==> config.mk <==
export PLATFORM = sky130hd
export DESIGN_NAME = vga_fb_arbiter
export DESIGN_NICKNAME = d
export VERILOG_FILES = /design/src/rtl/vga_fb_arbiter.sv
export SDC_FILE = /design/constraint.sdc
export NUM_CORES = 1
export LEC_CHECK = 0
export CAP_MARGIN = 20
export CORE_UTILIZATION = 56
export DETAILED_ROUTE_END_ITERATION = 10
export PLACE_DENSITY = 0.95
export RECOVER_POWER = 50
export SLEW_MARGIN = 20
export SYNTH_ARGS = -nofsm -noshare
export SYNTH_HDL_FRONTEND = slang
export SYNTH_SLANG_ARGS = --single-unit
export TNS_END_PERCENT = 10
==> constraint.sdc <==
create_clock -name vga_clk -period 8.45 [get_ports vga_clk]
set_input_delay 1.69 -clock vga_clk [delete_from_list [all_inputs] [get_ports vga_clk]]
set_output_delay 1.69 -clock vga_clk [all_outputs]
set_load 0.05 [all_outputs]
==> src/rtl/vga_fb_arbiter.sv <==
// rtl/vga_fb_arbiter.sv - double-buffered frame memory arbiter: display reads, FIFO-drained writes, vsync-aligned swap
module vga_fb_arbiter #(
    parameter int H_VALID       = 640,
    parameter int V_VALID       = 480,
    parameter int WR_FIFO_DEPTH = 4
) (
    input  logic        vga_clk,
    input  logic        sys_rst,
    input  logic [10:0] pix_x,
    input  logic [10:0] pix_y,
    input  logic        vsync,
    output logic [15:0] pix_data,
    input  logic        wr_valid,
    output logic        wr_ready,
    input  logic [9:0]  wr_x,
    input  logic [8:0]  wr_y,
    input  logic [15:0] wr_data,
    input  logic        swap_req,
    output logic        swap_pending,
    output logic        swap_done,
    output logic        front_sel,
    output logic        mem_en,
    output logic        mem_we,
    output logic [19:0] mem_addr,
    output logic [15:0] mem_wdata,
    input  logic [15:0] mem_rdata
);

    localparam int PW = $clog2(WR_FIFO_DEPTH);
    localparam int CW = PW + 1;
    localparam logic [10:0] PIX_H_LIM = 11'(H_VALID);
    localparam logic [10:0] PIX_V_LIM = 11'(V_VALID);
    localparam logic [9:0]  WR_H_LIM  = 10'(H_VALID);
    localparam logic [8:0]  WR_V_LIM  = 9'(V_VALID);

    typedef enum logic {
        SWAP_IDLE,
        SWAP_PENDING
    } swap_state_t;

    swap_state_t state, state_nxt;

    logic          disp_req;
    logic          rd_flag;
    logic          vsync_d;
    logic          vs_rise;
    logic          swap_fire;
    logic [34:0]   fifo_mem [WR_FIFO_DEPTH];
    logic [PW-1:0] wr_ptr;
    logic [PW-1:0] rd_ptr;
    logic [CW-1:0] count;
    logic          fifo_empty;
    logic          push;
    logic          pop;
    logic [9:0]    head_x;
    logic [8:0]    head_y;
    logic [15:0]   head_data;

    // y*640 + x as shift-add; only in-range coordinates ever reach memory
    function automatic logic [18:0] lin_addr(input logic [8:0] y, input logic [9:0] x);
        return {1'b0, y, 9'b0} + {3'b0, y, 7'b0} + {9'b0, x};
    endfunction

    assign disp_req   = (pix_x < PIX_H_LIM) && (pix_y < PIX_V_LIM);
    assign fifo_empty = (count == '0);
    assign wr_ready   = (count != CW'(WR_FIFO_DEPTH));
    assign push       = wr_valid && wr_ready;
    assign pop        = !disp_req && !fifo_empty;
    assign head_x     = fifo_mem[rd_ptr][34:25];
    assign head_y     = fifo_mem[rd_ptr][24:16];
    assign head_data  = fifo_mem[rd_ptr][15:0];
    assign vs_rise    = vsync && !vsync_d;
    assign pix_data   = rd_flag ? mem_rdata : 16'h0000;

    always_comb begin
        mem_en    = 1'b0;
        mem_we    = 1'b0;
        mem_addr  = '0;
        mem_wdata = '0;
        if (disp_req) begin
            mem_en   = 1'b1;
            mem_addr = {front_sel, lin_addr(pix_y[8:0], pix_x[9:0])};
        end else if (pop && (head_x < WR_H_LIM) && (head_y < WR_V_LIM)) begin
            mem_en    = 1'b1;
            mem_we    = 1'b1;
            mem_addr  = {~front_sel, lin_addr(head_y, head_x)};
            mem_wdata = head_data;
        end
    end

    always_ff @(posedge vga_clk) begin
        if (push) begin
            fifo_mem[wr_ptr] <= {wr_x, wr_y, wr_data};
        end
    end

    always_ff @(posedge vga_clk or posedge sys_rst) begin
        if (sys_rst) begin
            wr_ptr <= '0;
            rd_ptr <= '0;
            count  <= '0;
        end else begin
            if (push) begin
                wr_ptr <= wr_ptr + 1'b1;
            end
            if (pop) begin
                rd_ptr <= rd_ptr + 1'b1;
            end
            if (push && !pop) begin
                count <= count + 1'b1;
            end else if (pop && !push) begin
                count <= count - 1'b1;
            end
        end
    end

    // A swap waits for a vsync edge seen with nothing left in flight for the old back buffer
    always_comb begin
        state_nxt = state;
        swap_fire = 1'b0;
        case (state)
            SWAP_IDLE: begin
                if (swap_req) begin
                    state_nxt = SWAP_PENDING;
                end
            end
            SWAP_PENDING: begin
                if (vs_rise && fifo_empty) begin
                    swap_fire = 1'b1;
                    state_nxt = swap_req ? SWAP_PENDING : SWAP_IDLE;
                end
            end
            default: state_nxt = SWAP_IDLE;
        endcase
    end

    assign swap_pending = (state == SWAP_PENDING);
    assign swap_done    = swap_fire;

    always_ff @(posedge vga_clk or posedge sys_rst) begin
        if (sys_rst) begin
            state     <= SWAP_IDLE;
            front_sel <= 1'b0;
            vsync_d   <= 1'b0;
            rd_flag   <= 1'b0;
        end else begin
            state   <= state_nxt;
            vsync_d <= vsync;
            rd_flag <= disp_req;
            if (swap_fire) begin
                front_sel <= ~front_sel;
            end
        end
    end

endmodule

==> qor.txt <==
detailed-route DRC error count = 0
MaxCap Viol Count = 2
Slew Limit Fails = 72
Synth top area share = 58.9%
EDFF count, synth = 140
TritonCTS clock tree = built
worst-margin pin slew = 1.87 ns
startpoint types = input port
WP data required = 6.76 ns
placer congestion estimate = 0.846
num rows = 40
reg2reg start = count[0]$_DFFE_PP0P_
CTS H-tree lvls = 4
FILL cells = 703
Syn Inst Count = 439
post-CTS setup buffer count = 0
synthesized area per cell = 16.3 um2
DR WL/cell = 22.1 um
Hold Buf Count CTS = 0
Port Buf Inserts = 135
fin crit share = 80.1%
Crit Path Class = input port to output pin
Total Routing Usage GR = 27.3%
die area = 13,200 um2
Syn Nets = 561
PostCTS Resize Cnt = 0
detailed placer's ending HPWL = 10.7 mm
FFs w/ async S/R, synth = 7.28%
flop-to-flop setup slack = 5.90 ns
post-synthesis register bit count = 151
P&R area growth vs syn = 28.4%
clk sinks = 151
CP Capture Type = output pin
setup TNS = 0 ns
Clock Tree Buf Depth = 2
number of distinct library cells after synthesis = 53
ys flop type = edfxtp_1
Antenna Nets Post-Route = 0
total wire length = 16.8 mm
Final Net Count = 703
initial antenna violation count = 3
clock root buffer = clkbuf_16
Post-synth top cells = 140 x edfxtp_1, 39 x ha_1, 35 x mux4_2
fin crit period = 6.77 ns
Max Clock Skew = 0.00639 ns
largest net degree at the start of global routing = 36
FMAX = 148 MHz
Core Region = 12,200 um2
Pre-Repair DR Iteration Count = 4
Max FO, Critical Path = 29
via count = 4,474
outcome = complete, but fails checks
synthesized cell area = 7140 um2
failing checks = capacitance limit, slew limit
headroom to the max-slew limit = -24.8%
Worst Hold Class = flop to flop
CP Launch Point = pix_y[5]
reg2reg end = fifo_mem[3][29]$_DFFE_PP_
final-report hold violation count = 0
Die H = 115 um
first-pass GRT wire length = 25.7 mm
final setup fails = 0
Reg2Reg Depth = 3
Vias/cell = 5.87
largest area contributor in the netlist = edfxtp_1
Synth warnings = 0
RSZ-0062 raised after global routing = no
share of cells above drive strength 1 = 12.5%
crit path DAT = 5.08 ns
Seq/Total Area, Yosys = 62.7%
I/O pin total = 136
Clk Latency, worst-skew pair = 0.42 ns
Die X = 115 um
vias in the first global route = 4,739
most common cell in the netlist = edfxtp_1
CP endpoint = mem_addr[18]
top post-synthesis cells by area = edfxtp_1 59%, mux4_2 11%, ha_1 6.8%, dfrtp_1 3.9%, and2_1 2.8%
Initial DRC Count = 310
Starting Density = 58.5%
CTS clock-pin slew for the worst setup and hold paths = 0.06 ns
gr ovfl total = 0
total CTS buffers = 17
-- how the worst min path moves through the flow --
stage / startpoint / end / slack [ns] / cells after the start
CTS: count[2]$_DFFE_PP0P_ / count[2]$_DFFE_PP0P_ / 0.50 / 1
global route: count[2]$_DFFE_PP0P_ / count[2]$_DFFE_PP0P_ / 0.54 / 1
global placement: count[2]$_DFFE_PP0P_ / count[2]$_DFFE_PP0P_ / 0.48 / 1
detailed placement: count[2]$_DFFE_PP0P_ / count[2]$_DFFE_PP0P_ / 0.49 / 1
floorplan: count[2]$_DFFE_PP0P_ / count[2]$_DFFE_PP0P_ / 0.46 / 1
finish: count[2]$_DFFE_PP0P_ / count[2]$_DFFE_PP0P_ / 0.51 / 1
-- flip-flops by register name, summed over array words and instances, names as in the netlist --
signal / flops
rd_flag: 1
wr_ptr: 2
fifo_mem: 140
vsync_d: 1
swap_pending: 1
count: 3
rd_ptr: 2
front_sel: 1
-- per-stage QoR --
stage | worst slack [ns] | utilization, % | hold WS [ns] | instance area, um2 | instances
6_report | 1.68 | 75.1 | 0.507 | 9170 | 762
5_1_grt | 1.52 | 75.1 | 0.541 | 9170 | 761
4_1_cts | 1.82 | 75.1 | 0.505 | 9180 | 760
3_5_place_dp | 1.87 | 70.8 | 0.493 | 8640 | 730
3_3_place_gp | 1.90 | 70.8 | 0.478 | 8640 | 730
2_1_floorplan | 2.46 | - | 0.464 | 7140 | 439
-- critical path, stage by stage --
cell	delay, ns
dlygate4sd3_1	0.63
nand4_1	0.13
a31oi_1	0.60
nand3_4	0.30
inv_2	0.53
nand3_1	0.15
o22ai_1	0.20
clkdlybuf4s50_1	0.84
-- layout by cell type, fill, tap and decap left out, drive strengths merged, types with 4 or more instances in the layout --
cell type,instances
a22o,9
edfxtp,140
dlygate4sd3,39
nor2,15
o2111ai,4
fa,5
nand3,8
nor3,5
clkbuf,18
xnor2,7
clkinv,5
nand2,13
a21oi,12
o22ai,4
mux4,35
ha,39
clkdlybuf4s50,96
inv,22
a31oi,4
and2,33
dfrtp,11
xor2,10
clkinvlp,4
and3,7
o21ai,13
-- layout make-up --
class	instances	area [um2]	area share, %
clock inverters	12	105	1.15
multi-input cells	254	2500	27.3
clock buffers	18	429	4.68
diodes	2	5.00	0.0546
flip-flops and latches	151	4480	48.9
inverters	20	75.1	0.819
repair buffers	137	1370	14.9
well taps	168	210	2.29
-- per-layer routing --
layer | track usage (%) | up-vias | share of wire [%]
met5 | 0 | - | 0.083
met4 | 12.0 | 2 | 2.1
met3 | 6.96 | 30 | 8.4
met2 | 47.3 | 222 | 52
met1 | 32.3 | 2204 | 38
li1 | - | 2016 | -
-- cells by family after synthesis --
group                      synth area share (%)
buffers and inverters                      2.21
AOI/OAI and AO/OA                          5.98
xor gates and xnor gates                   2.09
adders and majority gates                  8.24
and+or+nand+nor                            7.43
muxes                                      11.3
DFF                                        62.7
Power is not shown: default switching activity piles up to over one toggle a cycle in this logic, so the estimate is an artifact.
